<file path="config.mk">
export PLATFORM = sky130hd
export DESIGN_NAME = delay_report
export DESIGN_NICKNAME = d
export VERILOG_FILES = /design/src/rtl/delay_pkg.sv /design/src/rtl/delay_report_div.sv /design/src/rtl/delay_report.sv
export SDC_FILE = /design/constraint.sdc
export NUM_CORES = 1
export LEC_CHECK = 0
export ABC_AREA = 1
export BUFFER_PORTS_ARGS = -buffer_cell sky130_fd_sc_hd__clkbuf_2
export CAP_MARGIN = 20
export CORE_ASPECT_RATIO = 1.2
export CORE_MARGIN = 4
export CORE_UTILIZATION = 60
export CTS_BUF_LIST = sky130_fd_sc_hd__clkbuf_8 sky130_fd_sc_hd__clkbuf_16
export DETAILED_ROUTE_END_ITERATION = 6
export PLACE_DENSITY = 0.85
export SLEW_MARGIN = 0
export SYNTH_ARGS = -nofsm -noshare
export SYNTH_HDL_FRONTEND = slang
export SYNTH_HIERARCHICAL = 1
export SYNTH_SLANG_ARGS = --single-unit
</file>
<file path="constraint.sdc">
create_clock -name clk -period 8.5 [get_ports clk]
set_clock_uncertainty 0.05 [all_clocks]
set_input_delay 0.85 -clock clk [delete_from_list [all_inputs] [get_ports clk]]
set_output_delay 0.85 -clock clk [all_outputs]
set_load 0.05 [all_outputs]
</file>
<file path="src/rtl/delay_pkg.sv">
// -----------------------------------------------------------------------------
// delay_pkg
// Shared definitions for the delay report slice: the report record layout,
// word indices used when the host drains a record, and the FSM state encoding.
// -----------------------------------------------------------------------------
package delay_pkg;

  localparam int RPT_WORDS = 4;

  localparam logic [1:0] W_IDX = 2'd0;
  localparam logic [1:0] W_CNT = 2'd1;
  localparam logic [1:0] W_DLY = 2'd2;
  localparam logic [1:0] W_AVG = 2'd3;

  // One FIFO entry; idx lands in the most significant word.
  typedef struct packed {
    logic [31:0] idx;
    logic [31:0] cnt;
    logic [31:0] dly;
    logic [31:0] avg;
  } rpt_rec_t;

  typedef enum logic [1:0] {
    IDLE = 2'd0,
    DIV  = 2'd1,
    PUSH = 2'd2
  } state_t;

  // Select one 32-bit word of a record in host read order.
  function automatic logic [31:0] rec_word(input rpt_rec_t rec, input logic [1:0] sel);
    logic [31:0] w;
    case (sel)
      W_IDX:   w = rec.idx;
      W_CNT:   w = rec.cnt;
      W_DLY:   w = rec.dly;
      default: w = rec.avg;
    endcase
    return w;
  endfunction

endpackage

</file>
<file path="src/rtl/delay_report_div.sv">
// -----------------------------------------------------------------------------
// delay_div
// 32/32 unsigned serial restoring divider, one quotient bit per cycle.
//   clk, reset     : clock, asynchronous active-low reset
//   start          : load dividend/divisor (one-cycle pulse)
//   dividend       : numerator
//   divisor        : denominator (caller guarantees non-zero)
//   done           : high during the 32nd iteration cycle; quotient is final
//                    from the following cycle onward
//   quotient       : floor(dividend / divisor)
// -----------------------------------------------------------------------------
module delay_div (
  input  logic        clk,
  input  logic        reset,
  input  logic        start,
  input  logic [31:0] dividend,
  input  logic [31:0] divisor,
  output logic        done,
  output logic [31:0] quotient
);

  logic [31:0] rem_q, rem_d;
  logic [31:0] quo_q, quo_d;
  logic [31:0] dsr_q, dsr_d;
  logic [4:0]  step_q, step_d;
  logic        active_q, active_d;
  logic [32:0] trial;

  // quo_q doubles as the dividend shift register: its MSB feeds the partial
  // remainder while quotient bits shift in at the bottom. The remainder stays
  // below the divisor, so {rem, bit} never exceeds 33 bits and trial[32] is
  // a clean borrow flag.
  always_comb begin
    rem_d    = rem_q;
    quo_d    = quo_q;
    dsr_d    = dsr_q;
    step_d   = step_q;
    active_d = active_q;
    trial    = {rem_q, quo_q[31]} - {1'b0, dsr_q};
    if (start) begin
      rem_d    = '0;
      quo_d    = dividend;
      dsr_d    = divisor;
      step_d   = '0;
      active_d = 1'b1;
    end else if (active_q) begin
      if (!trial[32]) begin
        rem_d = trial[31:0];
        quo_d = {quo_q[30:0], 1'b1};
      end else begin
        rem_d = {rem_q[30:0], quo_q[31]};
        quo_d = {quo_q[30:0], 1'b0};
      end
      step_d = step_q + 5'd1;
      if (step_q == 5'd31) begin
        active_d = 1'b0;
      end
    end
  end

  always_ff @(posedge clk or negedge reset) begin
    if (!reset) begin
      rem_q    <= '0;
      quo_q    <= '0;
      dsr_q    <= '0;
      step_q   <= '0;
      active_q <= 1'b0;
    end else begin
      rem_q    <= rem_d;
      quo_q    <= quo_d;
      dsr_q    <= dsr_d;
      step_q   <= step_d;
      active_q <= active_d;
    end
  end

  assign done     = active_q && (step_q == 5'd31);
  assign quotient = quo_q;

endmodule

</file>
<file path="src/rtl/delay_report.sv">
// -----------------------------------------------------------------------------
// delay_report
// Consumer of the per-window delay statistics from the timing block. At each
// window boundary it snapshots the totals, computes the mean delay with a
// serial divider and queues a 4-word record that the host drains word by word.
//   clk, reset          : clock, asynchronous active-low reset
//   count               : window counter from the timing block
//   pktDelay, pktCount  : accumulated totals, final in the boundary cycle
//   rd_req              : host pop request, one word per cycle
//   rd_data, rd_valid   : report word, valid one cycle after an accepted req
//   rpt_empty, rpt_full : registered FIFO occupancy flags
//   drop_cnt            : saturating count of lost records
//   busy                : FSM not in IDLE
// -----------------------------------------------------------------------------
module delay_report #(
  parameter int unsigned limitTime  = 50000,
  parameter int          DEPTH_LOG2 = 2
) (
  input  logic        clk,
  input  logic        reset,
  input  logic [31:0] count,
  input  logic [31:0] pktDelay,
  input  logic [31:0] pktCount,
  input  logic        rd_req,
  output logic [31:0] rd_data,
  output logic        rd_valid,
  output logic        rpt_empty,
  output logic        rpt_full,
  output logic [15:0] drop_cnt,
  output logic        busy
);

  import delay_pkg::*;

  localparam int                  DEPTH    = 1 << DEPTH_LOG2;
  localparam logic [DEPTH_LOG2:0] FULL_OCC = (DEPTH_LOG2 + 1)'(DEPTH);

  state_t                state_q, state_d;
  logic                  pend_q, pend_d;
  logic [31:0]           sn_dly_q, sn_dly_d;
  logic [31:0]           sn_cnt_q, sn_cnt_d;
  logic [31:0]           sn_win_q, sn_win_d;
  logic [31:0]           win_idx_q, win_idx_d;
  logic [DEPTH_LOG2-1:0] wr_ptr_q, wr_ptr_d;
  logic [DEPTH_LOG2-1:0] rd_ptr_q, rd_ptr_d;
  logic [DEPTH_LOG2:0]   occ_q, occ_d;
  logic [1:0]            wptr_q, wptr_d;
  logic [31:0]           rd_data_q, rd_data_d;
  logic                  rd_valid_q, rd_valid_d;
  logic                  empty_q, empty_d;
  logic                  full_q, full_d;
  logic [15:0]           drop_q, drop_d;

  rpt_rec_t              mem [DEPTH];
  rpt_rec_t              push_rec;

  logic        capture, cap_accept, cap_drop;
  logic        div_start, div_done;
  logic [31:0] div_quo;
  logic        push_en, push_drop, rd_accept, pop;
  logic [16:0] drop_sum;

  // The snapshot is taken straight from the inputs at the boundary edge; the
  // FSM acts on it one cycle later from pend_q, which gives the 2-cycle
  // zero-count path and lets the divider start from registered operands.
  assign capture    = (count == limitTime);
  assign cap_accept = capture && (state_q == IDLE) && !pend_q;
  assign cap_drop   = capture && !cap_accept;
  assign div_start  = (state_q == IDLE) && pend_q && (sn_cnt_q != 32'd0);

  delay_div u_div (
    .clk      (clk),
    .reset    (reset),
    .start    (div_start),
    .dividend (sn_dly_q),
    .divisor  (sn_cnt_q),
    .done     (div_done),
    .quotient (div_quo)
  );

  assign push_rec.idx = sn_win_q;
  assign push_rec.cnt = sn_cnt_q;
  assign push_rec.dly = sn_dly_q;
  assign push_rec.avg = (sn_cnt_q == 32'd0) ? 32'd0 : div_quo;

  // Fullness is judged on the pre-edge flag, so a push coinciding with a
  // freeing pop is still dropped when the FIFO was full.
  assign push_en   = (state_q == PUSH) && !full_q;
  assign push_drop = (state_q == PUSH) && full_q;
  assign rd_accept = rd_req && !empty_q;
  assign pop       = rd_accept && (wptr_q == W_AVG);

  assign drop_sum  = {1'b0, drop_q} + {15'd0, cap_drop} + {15'd0, push_drop};

  always_comb begin
    state_d   = state_q;
    pend_d    = pend_q;
    sn_dly_d  = sn_dly_q;
    sn_cnt_d  = sn_cnt_q;
    sn_win_d  = sn_win_q;
    win_idx_d = win_idx_q;

    case (state_q)
      IDLE: begin
        if (pend_q) begin
          pend_d  = 1'b0;
          state_d = (sn_cnt_q != 32'd0) ? DIV : PUSH;
        end
      end
      DIV:     if (div_done) state_d = PUSH;
      PUSH:    state_d = IDLE;
      default: state_d = IDLE;
    endcase

    // Every boundary advances the window index, including discarded ones.
    if (capture) begin
      win_idx_d = win_idx_q + 32'd1;
    end
    if (cap_accept) begin
      sn_dly_d = pktDelay;
      sn_cnt_d = pktCount;
      sn_win_d = win_idx_q;
      pend_d   = 1'b1;
    end
  end

  always_comb begin
    wr_ptr_d   = wr_ptr_q;
    rd_ptr_d   = rd_ptr_q;
    wptr_d     = wptr_q;
    rd_data_d  = rd_data_q;
    rd_valid_d = rd_accept;
    drop_d     = drop_sum[16] ? 16'hFFFF : drop_sum[15:0];

    if (push_en) begin
      wr_ptr_d = wr_ptr_q + (DEPTH_LOG2)'(1);
    end
    if (rd_accept) begin
      rd_data_d = rec_word(mem[rd_ptr_q], wptr_q);
      wptr_d    = wptr_q + 2'd1;
    end
    if (pop) begin
      rd_ptr_d = rd_ptr_q + (DEPTH_LOG2)'(1);
    end

    occ_d   = occ_q + {{DEPTH_LOG2{1'b0}}, push_en} - {{DEPTH_LOG2{1'b0}}, pop};
    empty_d = (occ_d == '0);
    full_d  = (occ_d == FULL_OCC);
  end

  always_ff @(posedge clk or negedge reset) begin
    if (!reset) begin
      state_q    <= IDLE;
      pend_q     <= 1'b0;
      sn_dly_q   <= '0;
      sn_cnt_q   <= '0;
      sn_win_q   <= '0;
      win_idx_q  <= '0;
      wr_ptr_q   <= '0;
      rd_ptr_q   <= '0;
      occ_q      <= '0;
      wptr_q     <= '0;
      rd_data_q  <= '0;
      rd_valid_q <= 1'b0;
      empty_q    <= 1'b1;
      full_q     <= 1'b0;
      drop_q     <= '0;
    end else begin
      state_q    <= state_d;
      pend_q     <= pend_d;
      sn_dly_q   <= sn_dly_d;
      sn_cnt_q   <= sn_cnt_d;
      sn_win_q   <= sn_win_d;
      win_idx_q  <= win_idx_d;
      wr_ptr_q   <= wr_ptr_d;
      rd_ptr_q   <= rd_ptr_d;
      occ_q      <= occ_d;
      wptr_q     <= wptr_d;
      rd_data_q  <= rd_data_d;
      rd_valid_q <= rd_valid_d;
      empty_q    <= empty_d;
      full_q     <= full_d;
      drop_q     <= drop_d;
    end
  end

  // Record storage has no reset; pointers alone define what is valid.
  always_ff @(posedge clk) begin
    if (push_en) begin
      mem[wr_ptr_q] <= push_rec;
    end
  end

  assign rd_data   = rd_data_q;
  assign rd_valid  = rd_valid_q;
  assign rpt_empty = empty_q;
  assign rpt_full  = full_q;
  assign drop_cnt  = drop_q;
  assign busy      = (state_q != IDLE);

endmodule

</file>
==> results by stage, run 1 <==
Synth:
- The count of flip-flops with a built-in enable after synthesis is 512.
- The share of cell area taken by muxes after synthesis is 0.
- The sequential area share after synthesis is 0.604.
- Synthesis produced 4248 cells.
- The async set-reset flop share out of synthesis is 0.364.
- The number of nets handed over by synthesis was approximately 4400.
- In the post-synthesis netlist, the biggest area contributors are sky130_fd_sc_hd__edfxtp_1 (41%), sky130_fd_sc_hd__dfrtp_1 (19%), sky130_fd_sc_hd__nand2_1 (16%), sky130_fd_sc_hd__inv_1 (6.0%), sky130_fd_sc_hd__nand3_1 (5.6%).
- The xor-xnor portion of the synthesized cell area is 0.00886.
- Of the total synthesized cell area, the portion taken by AND, OR, NAND and NOR gates is 0.256.
- Of all cell types, the one taking the most synthesized area is sky130_fd_sc_hd__edfxtp_1.
- The most used flip-flop cell after synthesis is sky130_fd_sc_hd__edfxtp_1.
- Sorting the synthesized cells by how often they occur yields sky130_fd_sc_hd__nand2_1 (1553), sky130_fd_sc_hd__inv_1 (603), sky130_fd_sc_hd__edfxtp_1 (512).
- The top cell type's share of synthesized area is 0.409.
- The most common cell in the synthesized netlist is sky130_fd_sc_hd__nand2_1.
- The mean post-synth cell area is a little under 9 um^2.
- Of the total synthesized cell area, the portion taken by full adders, half adders and majority gates is 0.0172.
- The count of warnings emitted by yosys is 6.
- By area, the combinational part of the netlist is dominated by simple AND/OR/NAND/NOR gates.
- The netlist area before placement is 0.0376 mm^2.
- After synthesis, the netlist uses 38 different library cells.
- The synthesized-area fraction occupied by ao, oa, aoi and oai cells came to 0.0310.
- The count of state elements after synthesis is between 800 and 900.

Floorplan:
- The die area is about 0.067 mm^2.
- The horizontal die dimension is 236 um.
- The count of pins on the block boundary is 151.
- The area of the core is slightly above 0.06 mm^2.
- The number of core rows is 100.
- The initial core utilization is 0.606.
- From bottom edge to top edge, the die measures 282 um.

Routing:
- The detailed-route wire length is 94.9 mm.
- The remaining number of nets flagged by the antenna check after routing is 0.
- The first detailed-routing pass took 6 iterations.
- The total number of vias is around 29000.
- The detailed router finished its first iteration with about 3600 violations.
- The routed length per instance is approximately 18 um.
- Using the TritonRoute via totals, the vias-per-cell ratio works out to approximately 5.6.
- In the routed design, unresolved DRC markers number 0.

Power and ir drop:
- Across the VDD grid, the largest voltage drop is 0.000192 V.
- For this design the ratio of total power to cell area is 251 mW/mm^2.
- The analysis attributes to cell leakage a power of between 20 and 25 nW.

Clock network:
- The clock-pin slew on the worst setup and hold paths is about 60 ps.
- The maximum number of buffers from clock root to sink is 3.
- The clock network latency to the later pin of the worst-skew pair is between 600 and 700 ps.
- The total CTS buffers is 81.
- In this run, post-CTS hold repair placed 0 buffers.
- The post-CTS resize count is 0.
- The clock root buffer master is sky130_fd_sc_hd__clkbuf_16.
- TritonCTS built the clock tree.
- The TritonCTS sink count is about 810.
- The count of buffers added by post-CTS timing repair for setup is 0.
- The H-tree depth is 3.

Timing:
- Once routing completed, OpenROAD measured the worst setup slack at 4620 ps.
- Dividing the final minimum period by the clock period gives 0.457.
- The timing-limited maximum frequency is between 0.2 and 0.3 GHz.
- The shortest period the worst path allows is 3880 ps.
- Setup repair after global routing left no endpoint under its margin.
- The number of max-slew violations in the final report was 0.
- The worst slew margin relative to its limit is 0.302.
- Adding up every negative setup slack in the final design gives 0 ps.
- For the pin with the worst max-slew slack, the measured transition is around 1000 ps.
- The number of hold violations in the final report is 0.
- The count of final setup violators is 0.

Final layout:
- The post-route standard cell area excluding fillers is about 0.042 mm^2.
- The area growth from synthesis to layout is 10.6%.
- Counting the fill cells in the layout gives between 4000 and 5000.
- The fraction of layout cells with a size suffix above 1 is 0.0764.
- The multi-input combinational cells in the finished layout cover a total of about 0.012 mm^2.
- For this run, the post-layout net count is around 4500.
- Registers take 0.0227 mm^2.
- Measured on the finished design, the core utilization comes to 0.670.

Setup path:
- In this design, the stage delay of the slowest critical-path cell is 830 ps.
- By startpoint and endpoint, the worst setup path is classified as register to register.
- Along the worst path, the maximum fanout reaches ~110.
- The slowest stage of the critical path belongs to the cell sky130_fd_sc_hd__buf_4.
- In this run the register-to-register setup slack is 4620 ps.
- The worst setup path is captured at a register.
- The capture point of the worst reg-to-reg path is rd_data[9]$_DFFE_PN0P_.
- The launch point of the critical path is rd_ptr_q[0]$_DFFE_PN0P_.
- Data arrives at the worst endpoint at ~4400 ps.
- Counting cells, the worst reg-to-reg path comes to 12.
- In this run the critical register-to-register path is launched from rd_ptr_q[0]$_DFFE_PN0P_.
- Walking the worst path, the cells encountered are inv_6, buf_4, buf_4, nand2_1, nand3_1, nand2_1, nand2_1, nand2_1, inv_1, nand2_1, nand2_1, nand2_1.
- The startpoint type of the worst setup path is a register.
- Data on the critical path is required at its endpoint by 8970 ps.
- By instance count, the cell type seen most on the critical path is sky130_fd_sc_hd__nand2_1.

Placement:
- Port buffering added 150 buffers.
- The HPWL after detailed placement is between 50 and 60 mm.
- The post-place instance area is 0.0389 mm^2.
- OpenSTA, run right after detailed placement, puts the worst setup slack at between 4000 and 5000 ps.
- Routability-driven placement finished with a final weighted congestion of approximately 0.95.

Global routing:
- Across every metal layer, demand over resource in global routing totals 0.283.
- The global-route wire length before repair is 151 mm.
- The via count of the first global-routing pass is between 20000 and 30000.
- For this run the aggregate overflow at the end of global routing stands at 0.
- The number of antenna violations at the first check in global routing is 2.
- Entering global routing, the biggest net connects 129 pins.

Flow run:
- The tool flagged a number of max-cap violations equal to 0.

Min path:
- The path type of the worst min-delay path is input pin to asynchronous set/reset pin.

Outcome:
- The run finished with clean final reports.
==> worst max-delay path, delay by kind of cell, from the launching register on <==
kind	cells	cell delay, ps
buffers and inverters	4	2210
DFF	1	680
and+or+nand+nor	8	640
==> metal layers <==
metal | vias to the layer above | share of wire | track usage
met5 | - | 0.00021 | 0
met4 | 2 | 0.044 | 0.140
met3 | 270 | 0.097 | 0.0529
met2 | 1587 | 0.49 | 0.478
met1 | 13896 | 0.37 | 0.355
li1 | 13587 | - | -
==> final cells by class <==
type	instances	share of cell area
antenna	1	0.0000602
clock buffer	91	0.0529
clock inverter	60	0.0110
inverter	607	0.0550
multi-input combinational	2657	0.285
sequential	805	0.546
tap	816	0.0246
timing repair buffer	180	0.0256
==> worst max path at each step <==
stage | to | cells after the start | slack, ps
2_1_floorplan | mem[0][0]$_DFFE_PP_ | 3 | 1640
3_3_place_gp | rpt_full$_DFF_PN0_ | 15 | 4880
3_5_place_dp | rpt_full$_DFF_PN0_ | 15 | 4710
4_1_cts | rd_data[9]$_DFFE_PN0P_ | 12 | 4710
5_1_grt | rd_data[9]$_DFFE_PN0P_ | 11 | 4400
6_report | rd_data[9]$_DFFE_PN0P_ | 12 | 4620
==> cell families after synthesis <==
family | count (synthesis)
AO/OA/AOI/OAI | 206
flip-flops | 805
buffers and inverters | 786
AND/OR/NAND/NOR | 2363
XOR/XNOR | 38
adder cells (fa/ha/maj) | 50
==> registers in the layout, summed over array words and instances (netlist names), 2 cells and up <==
| signal | count |
|---|---|
| u_div/quotient | 32 |
| u_div/rem_q | 32 |
| rd_data | 32 |
| rd_ptr_q | 2 |
| mem | 512 |
| sn_dly_q | 32 |
| drop_cnt | 16 |
| sn_cnt_q | 32 |
| state_q | 2 |
| occ_q | 3 |
| win_idx_q | 32 |
| u_div/step_q | 5 |
| wptr_q | 2 |
| wr_ptr_q | 2 |
| u_div/dsr_q | 32 |
| sn_win_q | 32 |
==> report_power, final <==
part           leakage, nW  internal (mW)  switching (mW)
clock                 1.41           2.02            1.50
sequential            8.75           4.23           0.145
combinational         10.4          0.652            1.91
total                 20.5           6.90            3.55
==> placed cells by master, fill, tap and decap left out, drive strengths merged, types with 31 or more instances in the layout <==
cell type  netlist  final
o21ai          110    110
nor2           317    317
edfxtp         512    512
ha              47     47
inv            607    641
a21oi           57     57
nand3          421    421
buf             90     31
clkbuf          89    240
dfrtp          292    292
nand2         1563   1563
==> per-stage QoR <==
step	cells	hold WS, ps	total power, mW
floorplan	4248	396	6.17
global placement	5063	417	6.86
detailed placement	5063	416	6.92
CTS	5214	279	10.4
global route	5216	326	10.9
finish	5217	253	10.5
Power figures use the tool's default switching activity.
==> run 2: changes to the inputs <==
ABC_AREA = 0   (was 1)
CORE_UTILIZATION = 55   (was 60)
PLACE_DENSITY = 0.82   (was 0.85)
clock period = 3.4 ns   (was 8.5 ns; I/O delays follow)
==> run 2 against run 1 <==
  * Combinational power up 58%
  * Critical path depth up 3
  * Sequential share of layout area increased by 3.5 points
  * Maximum frequency grew 17%
  * Routed wire length fell by 15%
  * Sequential cell count stayed put
  * Hold slack gained 4.6 ps
  * Register-to-register slack got worse by 4500 ps
  * Synthesized area is 11% lower
  * Power up 130%
  * Largest cell class unchanged
  * Largest power group unchanged
==> results by stage, run 2 <==
Outcome:
- The flow ran to the end, and the final reports show no timing, DRC or antenna violations.

Timing:
- The count of final setup violators came to 0 (unchanged).
- The worst slew margin relative to its limit is 0.433 (+0.131).
- Setup repair after global routing could not meet its margin everywhere.
- The number of max-slew violations in the final report is 0 (unchanged).
- The final worst-path cycle share is 0.980 (+0.523).
- The number of hold violations in the final report was 0 (unchanged).
- The worst-margin pin slew is 850 ps (-197 ps).
- The final-layout worst hold slack is 258 ps (+4.59 ps).
- The timing-limited maximum frequency is 0.300 GHz (+17%).
- The shortest period the worst path allows came to 3330 ps (-552 ps).

Global routing:
- The total congestion overflow after global routing came to 0 (unchanged).
- The number of antenna violations at the first check in global routing is 1 (-1).
- The overall routing resource usage is 0.249 (-0.0339).
- The maximum number of pins on one net before global-route repair was 93 (-28%).
- The via count of the first global-routing pass is 20873 (-28%).
- The global-route wire length before repair is 124 mm (-18%).

Floorplan:
- The die area is 0.0650 mm^2 (-2.6%).
- The horizontal die dimension is 233 um (-1.3%).
- The area of the core is 0.0600 mm^2 (-3.4%).
- The number of core rows is 98 (-2.0%).
- The die height is 279 um (-1.3%).
- The count of pins on the block boundary was 151 (unchanged).
- The initial core utilization came to 0.559 (-0.0463).

Clock network:
- The clock network latency to the later pin of the worst-skew pair is 630 ps (-20 ps).
- The total CTS buffers is 76 (-6.2%).
- The H-tree depth is 3 (unchanged).
- The clock tree from TritonCTS is done.
- The clock-pin slew on the worst setup and hold paths is 60 ps (about the same).
- CTS placed an instance of sky130_fd_sc_hd__clkbuf_16 at the clock tree root.
- The TritonCTS sink count is 805 (unchanged).
- The maximum number of buffers from clock root to sink is 3 (unchanged).

Routing:
- The total number of vias was 20027 (-32%).
- The remaining number of nets flagged by the antenna check after routing is 0 (unchanged).
- The DRC violations left is 0 (unchanged).
- The initial detailed-routing violation count is 2049 (-43%).
- The mean number of vias per cell is 6.24 (+11%).
- The length of the first detailed-routing pass in iterations is 6 (unchanged).
- The detailed-route wire length is 80.6 mm (-15%).
- The routed length per instance is 25.1 um (+38%).

Flow run:
- The number of max-cap violations came to 0 (unchanged).

Final layout:
- The fraction of layout cells with a size suffix above 1 was 0.240 (+0.164).
- The sequential cell area in the final layout was 0.0227 mm^2 (about the same).
- The number of nets in the final layout is 2495 (-44%).
- The final non-filler cell total is 3210 (-38%).
- The multi-input gate area in the final layout is 0.0103 mm^2 (-13%).
- More flip-flops sit in one register than any other, and that register is mem.
- The top cell types in the final layout, fill and taps aside, are sky130_fd_sc_hd__edfxtp_1 (512), sky130_fd_sc_hd__dfrtp_1 (289), sky130_fd_sc_hd__clkbuf_2 (149), sky130_fd_sc_hd__mux4_2 (128), sky130_fd_sc_hd__nand2_1 (112).
- Leaving out fill and tap cells, the most frequent cell in the layout is sky130_fd_sc_hd__edfxtp_1.
- The number of inserted filler cells in the final layout is 3859 (-14%).
- The area added between synthesis and finish is 16.5%.
- The number of flip-flops under the largest register name was 512 (unchanged).
- The post-route standard cell area excluding fillers was 0.0391 mm^2 (-6.1%).

Synth:
- The synthesized design spends more area on one cell type than any other, namely sky130_fd_sc_hd__edfxtp_1.
- The number of standard cells after synthesis was 2103 (-50%).
- The async set-reset flop share out of synthesis came to 0.364 (unchanged).
- Ranked by total cell area, the synthesized netlist is headed by sky130_fd_sc_hd__edfxtp_1 (46%), sky130_fd_sc_hd__dfrtp_1 (22%), sky130_fd_sc_hd__mux4_2 (8.6%), sky130_fd_sc_hd__mux2_2 (2.3%), sky130_fd_sc_hd__ha_1 (1.8%).
- The top cell type's share of synthesized area is 0.458 (+0.0494).
- The netlist area before placement came to 0.0335 mm^2 (-11%).
- The sequential area share after synthesis is 0.677 (+0.0729).
- The post-synthesis net count came to 2252 (-49%).
- The dominant cell by count in the synthesized netlist is sky130_fd_sc_hd__edfxtp_1.
- The mean post-synth cell area was 15.9 um^2 (+80%).
- The commonest cells after synthesis are sky130_fd_sc_hd__edfxtp_1 (512), sky130_fd_sc_hd__dfrtp_1 (292), sky130_fd_sc_hd__mux4_2 (128).
- The number of distinct library cells after synthesis is 71 (+87%).
- The count of flip-flops with a built-in enable after synthesis is 512 (unchanged).
- The count of state elements after synthesis is 805 (unchanged).
- The top flip-flop cell by instance count after synthesis is sky130_fd_sc_hd__edfxtp_1.
- The count of warnings emitted by yosys came to 6 (unchanged).

Placement:
- The global placer's final weighted congestion is 0.891 (-6.3%).
- The number of placed instances with taps included is 2998 (-41%).
- The count of port buffers added during placement is 150 (unchanged).
- The post-detailed-placement half-perimeter wirelength came to 47.4 mm (-15%).
- The post-place instance area is 0.0355 mm^2 (-8.6%).

Setup path:
- The startpoint type of the worst setup path is a register.
- The critical path arrival was 3840 ps (-520 ps).
- The slowest stage of the critical path belongs to the cell sky130_fd_sc_hd__dfrtp_1.
- The largest fanout on the critical path is 6 (-94%).
- The family with the most delay on the worst path is compound AO/OA/AOI/OAI gates.
- The signal on the critical path passes through inv_1, ha_2, inv_2, fa_2, a211oi_2, o21ai_2, o2111a_2, o2111ai_2, nor4b_4, o21ai_4, xor2_4, buf_12, buf_12, nor4bb_2, a311o_1.
- The type of the worst setup path is register to register.
- STA classifies the critical path endpoint as a register.
- The most numerous cell type found on the critical path is sky130_fd_sc_hd__buf_12.
- The largest stage delay on the critical path was 390 ps (-440 ps).
- The required time at the endpoint of the critical path is 3910 ps (-5060 ps).
- The number of buffer and inverter instances along the worst setup path was 4 (unchanged).

Power and ir drop:
- The highest ir drop seen on vdd came to 0.000469 V (+140%).
- The cell leakage power was 13.9 nW (-32%).
- The total power is 23.8 mW (+130%).
- The total power divided by cell area is 609 mW/mm^2 (+140%).

Min path:
- The path type of the worst min-delay path is input pin to register.
run 2: report_power, final:
part | internal, mW | switching, mW | total, mW
clock network | 5.21 | 3.65 | 8.86
registers | 10.6 | 0.303 | 10.9
logic | 1.44 | 2.60 | 4.04
run 2: final timing paths:
path	startpoint	end	slack, ps	depth (start not counted)
worst max-delay path	u_div/quotient[31]$_DFFE_PN0P_	u_div/rem_q[2]$_DFFE_PN0P_	70	15
worst min-delay path	count[24]	win_idx_q[18]$_DFFE_PN0N_	260	5
worst max register to register	u_div/quotient[31]$_DFFE_PN0P_	u_div/rem_q[2]$_DFFE_PN0P_	70	15
worst min register to register	state_q[1]$_DFFE_PN0P_	state_q[0]$_DFFE_PN0P_	440	1
max in group asynchronous	reset	u_div/active_q$_DFF_PN0_	2070	3
min in group asynchronous	reset	sn_cnt_q[5]$_DFFE_PN0P_	320	2
run 2: routing by layer:
layer	GRT usage	up-vias	routed length, um
met1	0.327	10201	29900
met2	0.422	1016	41700
met5	0	-	0
li1	-	8610	-
met4	0.0983	0	2820
met3	0.0383	200	6190
run 2: per-stage QoR:
step / setup slack [ps] / util / setup TNS [ps]
2_1_floorplan: 89.2 / - / 0
4_1_cts: 13.2 / 0.648 / 0
6_report: 68.1 / 0.651 / 0
3_5_place_dp: 9.55 / 0.593 / 0
3_3_place_gp: 92.6 / 0.593 / 0
5_1_grt: -94.2 / 0.651 / -1160
run 2: cells by family (layout without fill, tap and decap cells):
family	after synthesis	in the layout	share of synthesized area
compound gates	306	306	0.0617
xor+xnor	78	78	0.0209
fa+ha+maj	50	50	0.0193
buf+inv	177	483	0.0220
flops	805	805	0.677
mux	278	278	0.134
other cells	0	1	0
simple gates	409	409	0.0645
run 2: area by class of cell:
type | count | share of cell area
Inverter | 62 | 0.00596
Multi-Input combinational cell | 1121 | 0.262
Antenna cell | 1 | 0.0000641
Clock inverter | 57 | 0.0148
Sequential cell | 805 | 0.582
Tap cell | 800 | 0.0256
Timing Repair Buffer | 280 | 0.0567
Clock buffer | 84 | 0.0527
run 2: what timing repair did:
| action | 4_1_cts | 5_1_grt |
|---|---|---|
| hold buffers | 65 | 0 |
| setup endpoints to repair | 1 | 31 |
| buffers inserted | 0 | 3 |
| pin swaps | 1 | 19 |
| endpoints found under the hold margin | 151 | 0 |
| gates cloned | 0 | 2 |
| resized for setup | 1 | 27 |
run 2: tightest hold or removal path, stage by stage:
cell and delay [ps]:
sky130_fd_sc_hd__clkbuf_2 70, sky130_fd_sc_hd__nor4_1 40, sky130_fd_sc_hd__and4_1 240, sky130_fd_sc_hd__nand4_1 140
sky130_fd_sc_hd__xnor2_1 70
